$ cat src/rtl/seg7_scan_ctrl_pkg.sv
// Shared definitions for the two-digit seven-segment scan controller:
// FSM state encoding, segment constants and the digit enable table.
package seg7_scan_ctrl_pkg;

    localparam int SEG_W = 7;
    localparam int DIG_N = 2;

    typedef enum logic [1:0] {
        ST_IDLE  = 2'd0,
        ST_BLANK = 2'd1,
        ST_SHOW  = 2'd2
    } state_t;

    // All segments dark before polarity is applied
    localparam logic [SEG_W-1:0] SEG_OFF = 7'h00;

    // One-hot digit enable for the digit currently selected on the mux
    function automatic logic [DIG_N-1:0] digit_onehot(input logic sel);
        logic [DIG_N-1:0] dig;
        case (sel)
            1'b0:    dig = 2'b01;
            1'b1:    dig = 2'b10;
            default: dig = 2'b00;
        endcase
        return dig;
    endfunction

    // Applies output polarity to a segment pattern
    function automatic logic [SEG_W-1:0] seg_drive(input logic [SEG_W-1:0] pat,
                                                   input logic             pol);
        return pat ^ {SEG_W{pol}};
    endfunction

endpackage

$ cat src/rtl/seg7_scan_ctrl_if.sv
// Display-side signal bundle of the scan controller. The master side feeds
// the scan enable and the mux output; the slave side (the controller) drives
// the mux select, the segment pins, the digit enables and busy.
interface seg7_scan_ctrl_if;
    import seg7_scan_ctrl_pkg::*;

    logic             en;
    logic [SEG_W-1:0] seg_in;
    logic             sel;
    logic [SEG_W-1:0] seg_out;
    logic [DIG_N-1:0] dig_en;
    logic             busy;

    modport master (
        output en,
        output seg_in,
        input  sel,
        input  seg_out,
        input  dig_en,
        input  busy
    );

    modport slave (
        input  en,
        input  seg_in,
        output sel,
        output seg_out,
        output dig_en,
        output busy
    );

endinterface

$ cat src/rtl/seg7_scan_counter.sv
// Parameterised wrapping up-counter with synchronous clear and a
// terminal-count flag. Used both as the refresh prescaler and as the
// blanking-gap counter.
module seg7_scan_counter #(
    parameter int WIDTH = 16,
    parameter int MAX   = 1
) (
    input  logic clk,
    input  logic rst_n,
    input  logic clr,
    input  logic en,
    output logic tc
);

    localparam logic [WIDTH-1:0] MAX_V = WIDTH'(MAX);

    logic [WIDTH-1:0] count_r;

    // Count 0..MAX while enabled, wrap at MAX, clear has priority
    always_ff @(posedge clk or negedge rst_n) begin
        if (!rst_n) begin
            count_r <= {WIDTH{1'b0}};
        end else if (clr) begin
            count_r <= {WIDTH{1'b0}};
        end else if (en) begin
            if (count_r == MAX_V) begin
                count_r <= {WIDTH{1'b0}};
            end else begin
                count_r <= count_r + WIDTH'(1);
            end
        end else begin
            count_r <= count_r;
        end
    end

    // Terminal count: the cycle in which an enabled count reaches MAX
    always_comb begin
        tc = en & ~clr & (count_r == MAX_V);
    end

endmodule

$ cat src/rtl/seg7_scan_ctrl.sv
// Time-multiplexing controller for a two-digit seven-segment display.
// Each digit gets a blanking gap of BLANK_CYC cycles (mux settles, nothing
// lit) followed by DIV_MAX+1 cycles of display. The mux select only moves
// when leaving SHOW, so it is always stable while any digit is enabled.
// Legal ranges: DIV_MAX 1..2^DIV_W-1, BLANK_CYC 1..15.
module seg7_scan_ctrl
    import seg7_scan_ctrl_pkg::*;
#(
    parameter int DIV_W     = 16,
    parameter int DIV_MAX   = 49999,
    parameter int BLANK_CYC = 4,
    parameter bit SEG_POL   = 1'b0
) (
    input  logic                 clk,
    input  logic                 rst_n,
    seg7_scan_ctrl_if.slave      bus
);

    // Segment value that leaves every segment dark at the pins
    localparam logic [SEG_W-1:0] SEG_DARK = seg_drive(SEG_OFF, SEG_POL);

    state_t           state_r;
    logic             sel_r;
    logic [SEG_W-1:0] seg_out_r;
    logic [DIG_N-1:0] dig_en_r;
    logic             busy_r;

    logic             div_en_s;
    logic             div_clr_s;
    logic             div_tc_s;
    logic             blank_en_s;
    logic             blank_clr_s;
    logic             blank_tc_s;

    // Counters run only in their own state and are cleared elsewhere or when scanning stops
    always_comb begin
        div_en_s    = (state_r == ST_SHOW);
        div_clr_s   = ~bus.en | (state_r != ST_SHOW);
        blank_en_s  = (state_r == ST_BLANK);
        blank_clr_s = ~bus.en | (state_r != ST_BLANK);
    end

    seg7_scan_counter #(
        .WIDTH (DIV_W),
        .MAX   (DIV_MAX)
    ) u_prescaler (
        .clk   (clk),
        .rst_n (rst_n),
        .clr   (div_clr_s),
        .en    (div_en_s),
        .tc    (div_tc_s)
    );

    seg7_scan_counter #(
        .WIDTH (4),
        .MAX   (BLANK_CYC - 1)
    ) u_blank_cnt (
        .clk   (clk),
        .rst_n (rst_n),
        .clr   (blank_clr_s),
        .en    (blank_en_s),
        .tc    (blank_tc_s)
    );

    // Scan FSM with registered select, segment and digit-enable outputs
    always_ff @(posedge clk or negedge rst_n) begin
        if (!rst_n) begin
            state_r   <= ST_IDLE;
            sel_r     <= 1'b0;
            seg_out_r <= SEG_DARK;
            dig_en_r  <= 2'b00;
            busy_r    <= 1'b0;
        end else if (!bus.en) begin
            // Dropping the enable always wins: go dark and forget the phase
            state_r   <= ST_IDLE;
            sel_r     <= 1'b0;
            seg_out_r <= SEG_DARK;
            dig_en_r  <= 2'b00;
            busy_r    <= 1'b0;
        end else begin
            case (state_r)
                ST_IDLE: begin
                    // Every restart begins at digit0 with a full blanking gap
                    state_r   <= ST_BLANK;
                    sel_r     <= 1'b0;
                    seg_out_r <= SEG_DARK;
                    dig_en_r  <= 2'b00;
                    busy_r    <= 1'b1;
                end
                ST_BLANK: begin
                    sel_r  <= sel_r;
                    busy_r <= 1'b1;
                    if (blank_tc_s) begin
                        // Mux has settled on the selected digit: light it
                        state_r   <= ST_SHOW;
                        seg_out_r <= seg_drive(bus.seg_in, SEG_POL);
                        dig_en_r  <= digit_onehot(sel_r);
                    end else begin
                        state_r   <= ST_BLANK;
                        seg_out_r <= SEG_DARK;
                        dig_en_r  <= 2'b00;
                    end
                end
                ST_SHOW: begin
                    busy_r <= 1'b1;
                    if (div_tc_s) begin
                        // Switch digits behind a dark gap so nothing ghosts
                        state_r   <= ST_BLANK;
                        sel_r     <= ~sel_r;
                        seg_out_r <= SEG_DARK;
                        dig_en_r  <= 2'b00;
                    end else begin
                        state_r   <= ST_SHOW;
                        sel_r     <= sel_r;
                        seg_out_r <= seg_drive(bus.seg_in, SEG_POL);
                        dig_en_r  <= digit_onehot(sel_r);
                    end
                end
                default: begin
                    state_r   <= ST_IDLE;
                    sel_r     <= 1'b0;
                    seg_out_r <= SEG_DARK;
                    dig_en_r  <= 2'b00;
                    busy_r    <= 1'b0;
                end
            endcase
        end
    end

    assign bus.sel     = sel_r;
    assign bus.seg_out = seg_out_r;
    assign bus.dig_en  = dig_en_r;
    assign bus.busy    = busy_r;

endmodule

$ cat src/flat_wrapper.sv
// flat-port wrapper written by rule: the top's interface ports become plain ports
module seg7_scan_ctrl_flat import seg7_scan_ctrl_pkg::*;
#(
    parameter int DIV_W     = 16,
    parameter int DIV_MAX   = 49999,
    parameter int BLANK_CYC = 4,
    parameter bit SEG_POL   = 1'b0
)
  (clk, rst_n, bus_en, bus_seg_in, bus_sel, bus_seg_out, bus_dig_en, bus_busy);
  seg7_scan_ctrl_if bus_i ();
  input  logic clk;
  input  logic rst_n;
  input wire logic [$bits(bus_i.en)-1:0] bus_en;
  input wire logic [$bits(bus_i.seg_in)-1:0] bus_seg_in;
  output wire logic [$bits(bus_i.sel)-1:0] bus_sel;
  output wire logic [$bits(bus_i.seg_out)-1:0] bus_seg_out;
  output wire logic [$bits(bus_i.dig_en)-1:0] bus_dig_en;
  output wire logic [$bits(bus_i.busy)-1:0] bus_busy;
  assign bus_i.en = bus_en;
  assign bus_i.seg_in = bus_seg_in;
  assign bus_sel = bus_i.sel;
  assign bus_seg_out = bus_i.seg_out;
  assign bus_dig_en = bus_i.dig_en;
  assign bus_busy = bus_i.busy;
  seg7_scan_ctrl #(.DIV_W(DIV_W), .DIV_MAX(DIV_MAX), .BLANK_CYC(BLANK_CYC), .SEG_POL(SEG_POL)) u_core (.clk(clk), .rst_n(rst_n), .bus(bus_i));
endmodule
$ cat config.mk
export PLATFORM = sky130hd
export DESIGN_NAME = seg7_scan_ctrl_flat
export DESIGN_NICKNAME = d
export VERILOG_FILES = /design/src/rtl/seg7_scan_ctrl_pkg.sv /design/src/rtl/seg7_scan_ctrl_if.sv /design/src/rtl/seg7_scan_counter.sv /design/src/rtl/seg7_scan_ctrl.sv /design/src/flat_wrapper.sv
export SDC_FILE = /design/constraint.sdc
export NUM_CORES = 1
export LEC_CHECK = 0
export CORE_UTILIZATION = 35
export CTS_CLUSTER_SIZE = 24
export DETAILED_ROUTE_END_ITERATION = 10
export GPL_ROUTABILITY_DRIVEN = 0
export GPL_TIMING_DRIVEN = 1
export SYNTH_ARGS = -nofsm -noshare
export SYNTH_HDL_FRONTEND = slang
export SYNTH_HIERARCHICAL = 1
export SYNTH_SLANG_ARGS = --single-unit
$ cat constraint.sdc
create_clock -name clk -period 4.6 [get_ports clk]
set_clock_uncertainty 0.1 [all_clocks]
set_input_delay 0.69 -clock clk [delete_from_list [all_inputs] [get_ports clk]]
set_output_delay 0.69 -clock clk [all_outputs]
set_load 0.005 [all_outputs]
==> impl_metrics.toml, run 1 <==
[timing]
period_share_pct = 57.3
relSlewSlack_pct = 48.5
hold_viol_final = 0
whs_ns = 0.409
max_slew.worst_pin.slew_ns = 0.772
rsz0062_at_grt = "no"
max_clock_freq_mhz = 380
finalCriticalPeriod_ns = 2.63
final_max_slew_viol_count = 0
worst_slack_ns = 1.97
setup_viol = 0
fin_setup_tns_ns = 0

[route]
wl_per_cell_um = 13.6
drcViolationCount = 0
ant_nets = 0
routed_via_density = 5.35
first_pass_iters = 4
via_count = 1385
routed_wl_um = 3510
drtIter0Drc = 82

[yosys]
ys.flop_type = "dfrtp_1"
synth.most_common_cell = "dfrtp_1"
ys_ff_latch = 33
synth_edf_count = 0
synth_seq_area_share_pct = 47.2
synthArstFlopShare_pct = 100
synthesis.area_um2 = 1750
yosys.area.top_type_share_pct = 47.2
yosys_warnings = 6
synthDistinctLibCells = 50
yosysTopAreaCell = "dfrtp_1"
synth_area_leaders = "dfrtp_1, ha_1, nand2_1"
avgSynthCellArea_um2 = 10.5
synthCells = 167
synth_nets = 184
ys_top_cells_by_count = "dfrtp_1, nand2_1, and2_1, nor2_1"

[final_layout]
diodes = 0
fillCellCount = 482
stdcell_count = 259
layout-drive-gt1-share_pct = 11.5
syn2layout_area_growth_pct = 19.7
final_net_count = 208

[critical_path]
cp.arrival_ns = 2.73
path_cells = "clkdlybuf4s50_1 -> nand2_1 -> or2b_4 -> a41oi_2 -> a41oi_1 -> a31oi_1"
critPathSlowestCell = "a41oi_2"
crit_type = "primary input to flip-flop"
cp_max_fo = 18
cp.required_ns = 4.70
end_kind = "flip-flop"
cpPeakStageDelay_ns = 0.63
start_kind = "primary input"

[grt]
grt_max_degree = 34
grt_pass1_wl_um = 6200
grt-ovfl-total = 0
antenna_found_initial = 0
track_usage_pct = 15.5
grt_pass1_vias = 1390

[run]
drv_cap = 0

[status]
status = "complete, no violations"

[floorplanning]
die_x_um = 72.7
io_pins = 21
rows = 25
fp.coreArea_um2 = 4750
die_h_um = 72.7
dieArea_um2 = 5280
initial_core_util_pct = 36.8

[placed_design]
dp_hpwl_um = 2460
post-place-ws_ns = 1.68
placed_cells = 251
port_buffers = 20

[cts]
cts_tree = "done"
htreeDepth = 2
cts_hold_buf = 0
cts_made_buffers = 5
clk_pin_slew_ns = 0.07
clock_path_buffers = 2
clkSinkCount = 33
clk_latency_ns = 0.28
post_cts_buffers = 0
root_buffer = "clkbuf_8"
ctsResizeCount = 0

[power_and_ir_drop]
powerDensity_nw_per_um2 = 251
p_leak_nw = 0.876
irDropWorstVdd_mv = 0.149

[min_path]
hold_path_class = "flip-flop to flip-flop"
final timing paths:
kind / startpoint / endpoint / slack (ns) / depth (start not counted)
worst max-delay path: bus_en / u_core/u_prescaler/count_r[14]$_DFFE_PN0P_ / 1.97 / 6
worst min-delay path: u_core/u_prescaler/count_r[15]$_DFFE_PN0P_ / u_core/u_prescaler/count_r[15]$_DFFE_PN0P_ / 0.41 / 1
worst max register to register: u_core/state_r[0]$_DFF_PN0_ / u_core/u_prescaler/count_r[14]$_DFFE_PN0P_ / 2.00 / 7
worst min register to register: u_core/u_prescaler/count_r[15]$_DFFE_PN0P_ / u_core/u_prescaler/count_r[15]$_DFFE_PN0P_ / 0.41 / 1
max in group asynchronous: rst_n / u_core/u_prescaler/count_r[6]$_DFFE_PN0P_ / 3.40 / 2
min in group asynchronous: rst_n / u_core/u_prescaler/count_r[1]$_DFFE_PN0P_ / 0.70 / 2
where the power goes:
group / total, mW / leakage, nW / internal, mW / switching [mW]
clock network: 0.207 / 0.0450 / 0.105 / 0.102
logic: 0.0248 / 0.375 / 0.0118 / 0.0130
registers: 0.293 / 0.457 / 0.292 / 0.00138
total: 0.525 / 0.876 / 0.408 / 0.117
registers in the layout, indices dropped and copies added (netlist names):
register and count:
u_core/bus.sel 1, u_core/bus.dig_en 2, u_core/state_r 2, u_core/bus.busy 1, u_core/bus.seg_out 7, u_core/u_prescaler/count_r 16, u_core/u_blank_cnt/count_r 4
worst max-delay path, delay by kind of cell:
kind / cells / cell delay [ns]
buffers and inverters: 1 / 0.52
AOI/OAI and AO/OA: 3 / 1.05
and+or+nand+nor: 2 / 0.46
per-stage QoR:
step           cell area [um2]  power (mW)  util (%)
5_1_grt                   2090       0.554      44.0
3_5_place_dp              2010       0.324      42.3
6_report                  2090       0.525      44.0
2_1_floorplan             1750       0.308         -
3_3_place_gp              2010       0.323      42.3
4_1_cts                   2090       0.537      44.0
layout by cell type, fill, tap and decap left out, drive strengths merged, types with 2 or more instances in the layout:
| master | netlist | layout |
|---|---|---|
| clkinv | 0 | 2 |
| or4 | 4 | 4 |
| and2 | 8 | 8 |
| and4bb | 2 | 2 |
| o21ai | 8 | 8 |
| dfrtp | 33 | 33 |
| nand2 | 20 | 20 |
| clkbuf | 1 | 6 |
| nor3 | 3 | 3 |
| nand4 | 7 | 7 |
| a21o | 2 | 2 |
| ha | 7 | 7 |
| a31oi | 6 | 6 |
| inv | 6 | 6 |
| o211ai | 3 | 3 |
| nand3 | 7 | 7 |
| a21oi | 8 | 8 |
| or3 | 3 | 3 |
| a41oi | 3 | 3 |
| and3 | 3 | 3 |
| and2b | 2 | 2 |
| clkdlybuf4s50 | 0 | 20 |
| nand2b | 2 | 2 |
| nor2 | 8 | 8 |
logic make-up after synthesis:
kind of cell | count (synthesis) | share of synthesized area, %
flip-flops | 33 | 47.2
AO/OA/AOI/OAI | 37 | 15.8
AND/OR/NAND/NOR | 77 | 27.0
adder cells (fa/ha/maj) | 7 | 5.01
buffers and inverters | 10 | 3.00
XOR/XNOR | 1 | 0.501
multiplexers | 2 | 1.43
routing by layer:
| metal | vias up | part of all wire [%] | GRT usage [%] |
|---|---|---|---|
| met3 | 5 | 5.0 | 5.52 |
| met5 | - | 0 | 0 |
| li1 | 663 | - | - |
| met2 | 37 | 48 | 25.2 |
| met4 | 0 | 1.6 | 6.75 |
| met1 | 680 | 45 | 18.6 |
layout make-up:
class                           instances  area, um2  share of cell area (%)
Clock buffer                            6       72.6                    3.47
Timing Repair Buffer                   21        208                    9.92
Sequential cell                        33        826                    39.5
Clock inverter                          2       10.0                   0.478
Multi-Input combinational cell        124        871                    41.6
Inverter                                6       22.5                    1.08
Tap cell                               67       83.8                    4.00
No activity file was read; power rests on OpenSTA's default activity.
==> run 2, diff against run 1 <==
==> constraint.sdc (replaced) <==
create_clock -name clk -period 2.52 [get_ports clk]
set_clock_uncertainty 0.1 [all_clocks]
set_input_delay 0.378 -clock clk [delete_from_list [all_inputs] [get_ports clk]]
set_output_delay 0.378 -clock clk [all_outputs]
set_load 0.005 [all_outputs]
==> run 2 against run 1 <==
  * Register-to-register slack got worse by 1.8 ns
  * Non-clock buffer count increased by 5
  * Sequential power increased by 83%
  * Combinational power increased by 89%
  * Flip-flop and latch count unchanged
  * Critical path depth increased by 1
  * Total power increased by 110%
  * Die area unchanged
  * Final area increased by 3.3%
  * Hold slack got worse by 0.031 ns
  * Setup slack got worse by 1.7 ns
  * Routed wire length increased by 6.4%
==> impl_metrics.toml, run 2 (synthesis gave the netlist of run 1 again) <==
[critical_path]
endpoint = "u_core/u_prescaler/count_r[12]$_DFFE_PN0P_"
critPathSlowestCell = "or4_1"
crit_family = "simple AND/OR/NAND/NOR gates"
reg2reg_from = "u_core/state_r[0]$_DFF_PN0_"
path_cells = "inv_1 -> ha_1 -> nand2_1 -> or2b_4 -> a41o_4 -> or4_1 -> nand3_1"
cp.required_ns = 2.64
end_kind = "flip-flop"
reg2reg_to = "u_core/u_prescaler/count_r[12]$_DFFE_PN0P_"
start_kind = "flip-flop"
cp_max_fo = 9
cp.arrival_ns = 2.41
worst-path-stages = 7
reg2regPathDepth = 7
crit_type = "flip-flop to flip-flop"
critPathBufInv = 1
rrSetupSlack_ns = 0.23
crit_path_start = "u_core/state_r[0]$_DFF_PN0_"
cpPeakStageDelay_ns = 0.52

[final_layout]
largest_reg_flops = 16
largest-register = "u_core/u_prescaler/count_r"
final_common_cell = "dfrtp_1"
mostFrequentLayoutCells = "dfrtp_1, clkdlybuf4s50_1, nand2_1, and2_1, nor2_1"
final_net_count = 213
syn2layout_area_growth_pct = 23.7
fin_util_pct = 45.5
layout-drive-gt1-share_pct = 14.2
diodes = 0

[floorplanning]
fp.coreArea_um2 = 4750
dieArea_um2 = 5280
initial_core_util_pct = 36.8
die_h_um = 72.7
rows = 25
io_pins = 21
die_x_um = 72.7

[cts]
cts_made_buffers = 5
clock_path_buffers = 2
cts_tree = "done"
post_cts_buffers = 0
cts_hold_buf = 0
clk_pin_slew_ns = 0.07
clk_latency_ns = 0.29
clkSinkCount = 33
root_buffer = "clkbuf_8"
ctsResizeCount = 0
htreeDepth = 2

[timing]
period_share_pct = 90.8
final_max_slew_viol_count = 0
fin_setup_tns_ns = 0
max_clock_freq_mhz = 437
relSlewSlack_pct = 72.7
worst_slack_ns = 0.232
setup_viol = 0
max_slew.worst_pin.slew_ns = 0.410
finalCriticalPeriod_ns = 2.29
rsz0062_at_grt = "no"
hold_viol_final = 0

[grt]
grt_pass1_vias = 1470
track_usage_pct = 16.3
grt_max_degree = 34
grt_pass1_wl_um = 6520
antenna_found_initial = 0
grt-ovfl-total = 0

[route]
via_count = 1421
first_pass_iters = 4
routed_via_density = 5.38
routed_wl_um = 3740
drtIter0Drc = 167
wl_per_cell_um = 14.2
ant_nets = 0
drcViolationCount = 0

[power_and_ir_drop]
powerDensity_nw_per_um2 = 501
p_leak_nw = 0.911
irDropWorstVdd_mv = 0.397
total_power_mw = 1.08

[placed_design]
port_buffers = 20
post-place-ws_ns = 0.185
dp_hpwl_um = 2630

[run]
drv_cap = 0

[status]
status = "complete, no violations"

[min_path]
hold_path_class = "primary input to asynchronous set/reset pin"
run 2: changes by cell type in the layout (fill, tap and decap cells not counted):
cell,previous run,this run
clkbuf_1,1,0
clkinvlp_4,0,1
bufinv_16,0,1
clkinv_2,2,0
clkinv_4,0,1
buf_4,1,6
run 2: per-stage QoR:
stage                     area (um2)  std cells  hold WS [ns]
after CTS                       2160        264         0.392
final                           2160        264         0.378
after global placement          2050        256         0.390
after floorplan                 1750        167       -0.0176
after global routing            2160        264         0.418
after detailed placement        2050        256         0.397
run 2: worst register-to-register path, cell delays in order, from the launching register on:
cell and delay, ns:
dfrtp_1 0.42, inv_1 0.09, ha_1 0.31, nand2_1 0.11, or2b_4 0.28, a41o_4 0.29, or4_1 0.52, nand3_1 0.10
run 2: metal layers:
metal	up-vias	wire length [um]	GRT usage (%)
li1	675	-	-
met5	-	0	0
met2	41	1800	27.2
met4	0	70	6.97
met1	696	1640	19.2
met3	9	226	5.25
run 2: power breakdown:
part	leakage [nW]	total, mW	switching, mW	internal (mW)
Clock	0.0543	0.503	0.207	0.296
Sequential	0.457	0.535	0.00250	0.532
Combinational	0.399	0.0469	0.0240	0.0229
Total	0.911	1.08	0.234	0.851
run 2: worst min-delay path by stage:
| stage | start | endpoint | slack (ns) | cells after the start |
|---|---|---|---|---|
| global placement | u_core/u_prescaler/count_r[15]$_DFFE_PN0P_ | u_core/u_prescaler/count_r[15]$_DFFE_PN0P_ | 0.39 | 1 |
| finish | rst_n | u_core/u_prescaler/count_r[9]$_DFFE_PN0P_ | 0.38 | 2 |
| floorplan | rst_n | u_core/bus.busy$_DFF_PN0_ | -0.02 | 0 |
| detailed placement | u_core/u_prescaler/count_r[15]$_DFFE_PN0P_ | u_core/u_prescaler/count_r[15]$_DFFE_PN0P_ | 0.40 | 1 |
| global route | rst_n | u_core/u_prescaler/count_r[2]$_DFFE_PN0P_ | 0.42 | 2 |
| CTS | rst_n | u_core/u_prescaler/count_r[2]$_DFFE_PN0P_ | 0.39 | 2 |
run 2: cell type report:
cell class / count / area, um2
clock buffers: 5 / 68.8
clock inverters: 3 / 46.3
well taps: 67 / 83.8
repair buffers: 26 / 245
fillers: 486 / 2590
inverters: 6 / 22.5
multi-input cells: 124 / 871
flip-flops and latches: 33 / 826
==> run 3, diff against run 2 <==
--- a/config.mk
+++ b/config.mk
@@ -5,11 +5,14 @@
 export SDC_FILE = /design/constraint.sdc
 export NUM_CORES = 1
 export LEC_CHECK = 0
+export ABC_AREA = 1
 export CORE_UTILIZATION = 35
 export CTS_CLUSTER_SIZE = 24
 export DETAILED_ROUTE_END_ITERATION = 10
 export GPL_ROUTABILITY_DRIVEN = 0
 export GPL_TIMING_DRIVEN = 1
+export RECOVER_POWER = 100
+export SETUP_SLACK_MARGIN = 0.3
 export SYNTH_ARGS = -nofsm -noshare
 export SYNTH_HDL_FRONTEND = slang
 export SYNTH_HIERARCHICAL = 1
==> run 3 against run 2 <==
  * Area after synthesis increased by 2.0%
  * Flip-flop and latch count unchanged
  * Die area increased by 1.9%
  * Critical path depth unchanged
  * Synthesized cell count increased by 41%
  * Count of clock-buffer cells in the layout unchanged
  * Hold slack got worse by 0.023 ns
  * Register-to-register slack improved by 0.21 ns
==> impl_metrics.toml, run 3 <==
[route]
via_count = 1478
met1Wirelength_um = 1700
dr_wl_met3_um = 194
drtIter0Drc = 88
routed_wl_um = 3490
routed_via_density = 4.47
wl_met2_um = 1550
drcViolationCount = 0
dr.max_layer_used = "met4"
first_pass_iters = 4
wl_per_cell_um = 10.5
ant_nets = 0

[yosys]
synthDistinctLibCells = 25
ys.flop_type = "dfrtp_1"
avgSynthCellArea_um2 = 7.59
synthCells = 235
synth_seq_area_share_pct = 46.3
synthesis.area_um2 = 1780
synthArstFlopShare_pct = 100
yosysTopAreaCell = "dfrtp_1"
yosys_warnings = 6
synth_area_leaders = "dfrtp_1, nand2_1, inv_1"
synth_edf_count = 0
ys_top_cells_by_count = "nand2_1, inv_1, dfrtp_1, nor2_1, nand3_1"
ys_ff_latch = 33
yosys.area.top_type_share_pct = 46.3
synth.most_common_cell = "nand2_1"
synth_nets = 252

[status]
status = "complete, no violations"

[grt]
grt_pass1_vias = 1458
grt_pass1_wl_um = 6440
grt_max_degree = 34
antenna_found_initial = 0
grt-ovfl-total = 0
track_usage_pct = 15.7

[floorplanning]
die_x_um = 73.4
dieArea_um2 = 5390
io_pins = 21
fp.coreArea_um2 = 4820
rows = 25
initial_core_util_pct = 37.0
die_h_um = 73.4

[timing]
period_share_pct = 82.5
setup_viol = 0
max_slew.worst_pin.slew_ns = 0.826
fin_setup_tns_ns = 0
finalCriticalPeriod_ns = 2.08
whs_ns = 0.356
relSlewSlack_pct = 44.9
rsz0062_at_grt = "no"
max_clock_freq_mhz = 481
final_max_slew_viol_count = 0
hold_viol_final = 0

[power_and_ir_drop]
irDropWorstVdd_mv = 0.240
powerDensity_nw_per_um2 = 502
p_leak_nw = 1.11

[final_layout]
syn2layout_area_growth_pct = 22.1
layout-drive-gt1-share_pct = 6.82
largest_reg_flops = 16
postLayoutCellArea_um2 = 2180
mostFrequentLayoutCells = "nand2_1, inv_1, nor2_1, dfrtp_1, nand3_1"
stdcell_count = 331
largest-register = "u_core/u_prescaler/count_r"
diodes = 0
final_common_cell = "nand2_1"
fin_util_pct = 45.2
final_net_count = 280

[placed_design]
placed_cells = 323
port_buffers = 20
placed_area_um2 = 2080
dp_hpwl_um = 2520

[critical_path]
start_kind = "flip-flop"
crit_type = "flip-flop to flip-flop"
end_kind = "flip-flop"
cp.arrival_ns = 2.19
reg2reg_to = "u_core/u_prescaler/count_r[5]$_DFFE_PN0P_"
reg2reg_from = "u_core/state_r[0]$_DFF_PN0_"
cp_max_fo = 15
cp.required_ns = 2.63
crit_path_start = "u_core/state_r[0]$_DFF_PN0_"
reg2regPathDepth = 7
rrSetupSlack_ns = 0.44

[cts]
clk_pin_slew_ns = 0.07
cts_hold_buf = 0
root_buffer = "clkbuf_8"
cts_made_buffers = 5
clkSinkCount = 33
post_cts_buffers = 0
htreeDepth = 2
cts_tree = "done"
clk_latency_ns = 0.29
ctsResizeCount = 0
clock_path_buffers = 2

[run]
drv_cap = 0

[min_path]
hold_path_class = "flip-flop to flip-flop"
whs_path_depth = 1
hp-start = "u_core/bus.sel$_DFFE_PN0P_"
holdPathEnd = "u_core/bus.dig_en[0]$_DFF_PN0_"
-- run 3: cell count changes in the layout (fill, tap and decap cells not counted), moves of 4 or more --
cell	change
nand3_1	+13
a31oi_1	-5
buf_4	-6
nor2_1	+25
inv_1	+31
or4_1	-4
dlygate4sd3_1	+12
and2_1	-8
clkdlybuf4s50_1	-12
nand2_1	+48
-- run 3: routing by layer --
metal | vias to the layer above | track usage (%)
met5 | - | 0
met4 | 0 | 5.77
met3 | 5 | 4.80
met2 | 27 | 25.6
met1 | 662 | 19.7
li1 | 784 | -
-- run 3: final cells by class --
class                   count  area (um2)
clock buffers               5        68.8
clock inverters             3        46.3
fillers                   499        2640
inverters                  39         146
multi-input cells         162         798
flip-flops and latches     33         826
well taps                  67        83.8
repair buffers             22         209
-- run 3: worst max path at each step --
stage | end | depth (start not counted)
after global placement | u_core/bus.seg_out[6]$_DFF_PN0_ | 6
after CTS | u_core/bus.seg_out[4]$_DFF_PN0_ | 10
after floorplan | u_core/bus.dig_en[0]$_DFF_PN0_ | 10
after detailed placement | u_core/bus.seg_out[4]$_DFF_PN0_ | 6
final | u_core/u_prescaler/count_r[5]$_DFFE_PN0P_ | 7
after global routing | u_core/state_r[1]$_DFF_PN0_ | 10
-- run 3: cell families (layout without fill, tap and decap cells) --
family / count (synthesis) / count (layout) / synth area share, %
compound gates: 20 / 20 / 7.22
xor+xnor: 4 / 4 / 1.96
fa+ha+maj: 7 / 7 / 4.91
buf+inv: 40 / 69 / 8.48
flops: 33 / 33 / 46.3
simple gates: 131 / 131 / 31.1
-- run 3: report_power, final --
group	switching, mW	internal, mW
Combinational	0.0257	0.0206
Clock	0.217	0.296
Sequential	0.00301	0.532
-- run 3: critical path, cell delays in order (launching register included) --
cell and delay, ns:
dfrtp_1 0.42, inv_1 0.10, ha_1 0.24, nand2_1 0.15
nor2_1 0.13, clkbuf_1 0.57, inv_1 0.14, o22ai_1 0.17
-- run 3: metrics by stage --
step                      setup slack, ns  total power [mW]
after floorplan                     0.741             0.563
after global placement              0.494             0.595
after detailed placement            0.466             0.595
after CTS                           0.479              1.12
after global routing                0.210              1.15
final                               0.441              1.09
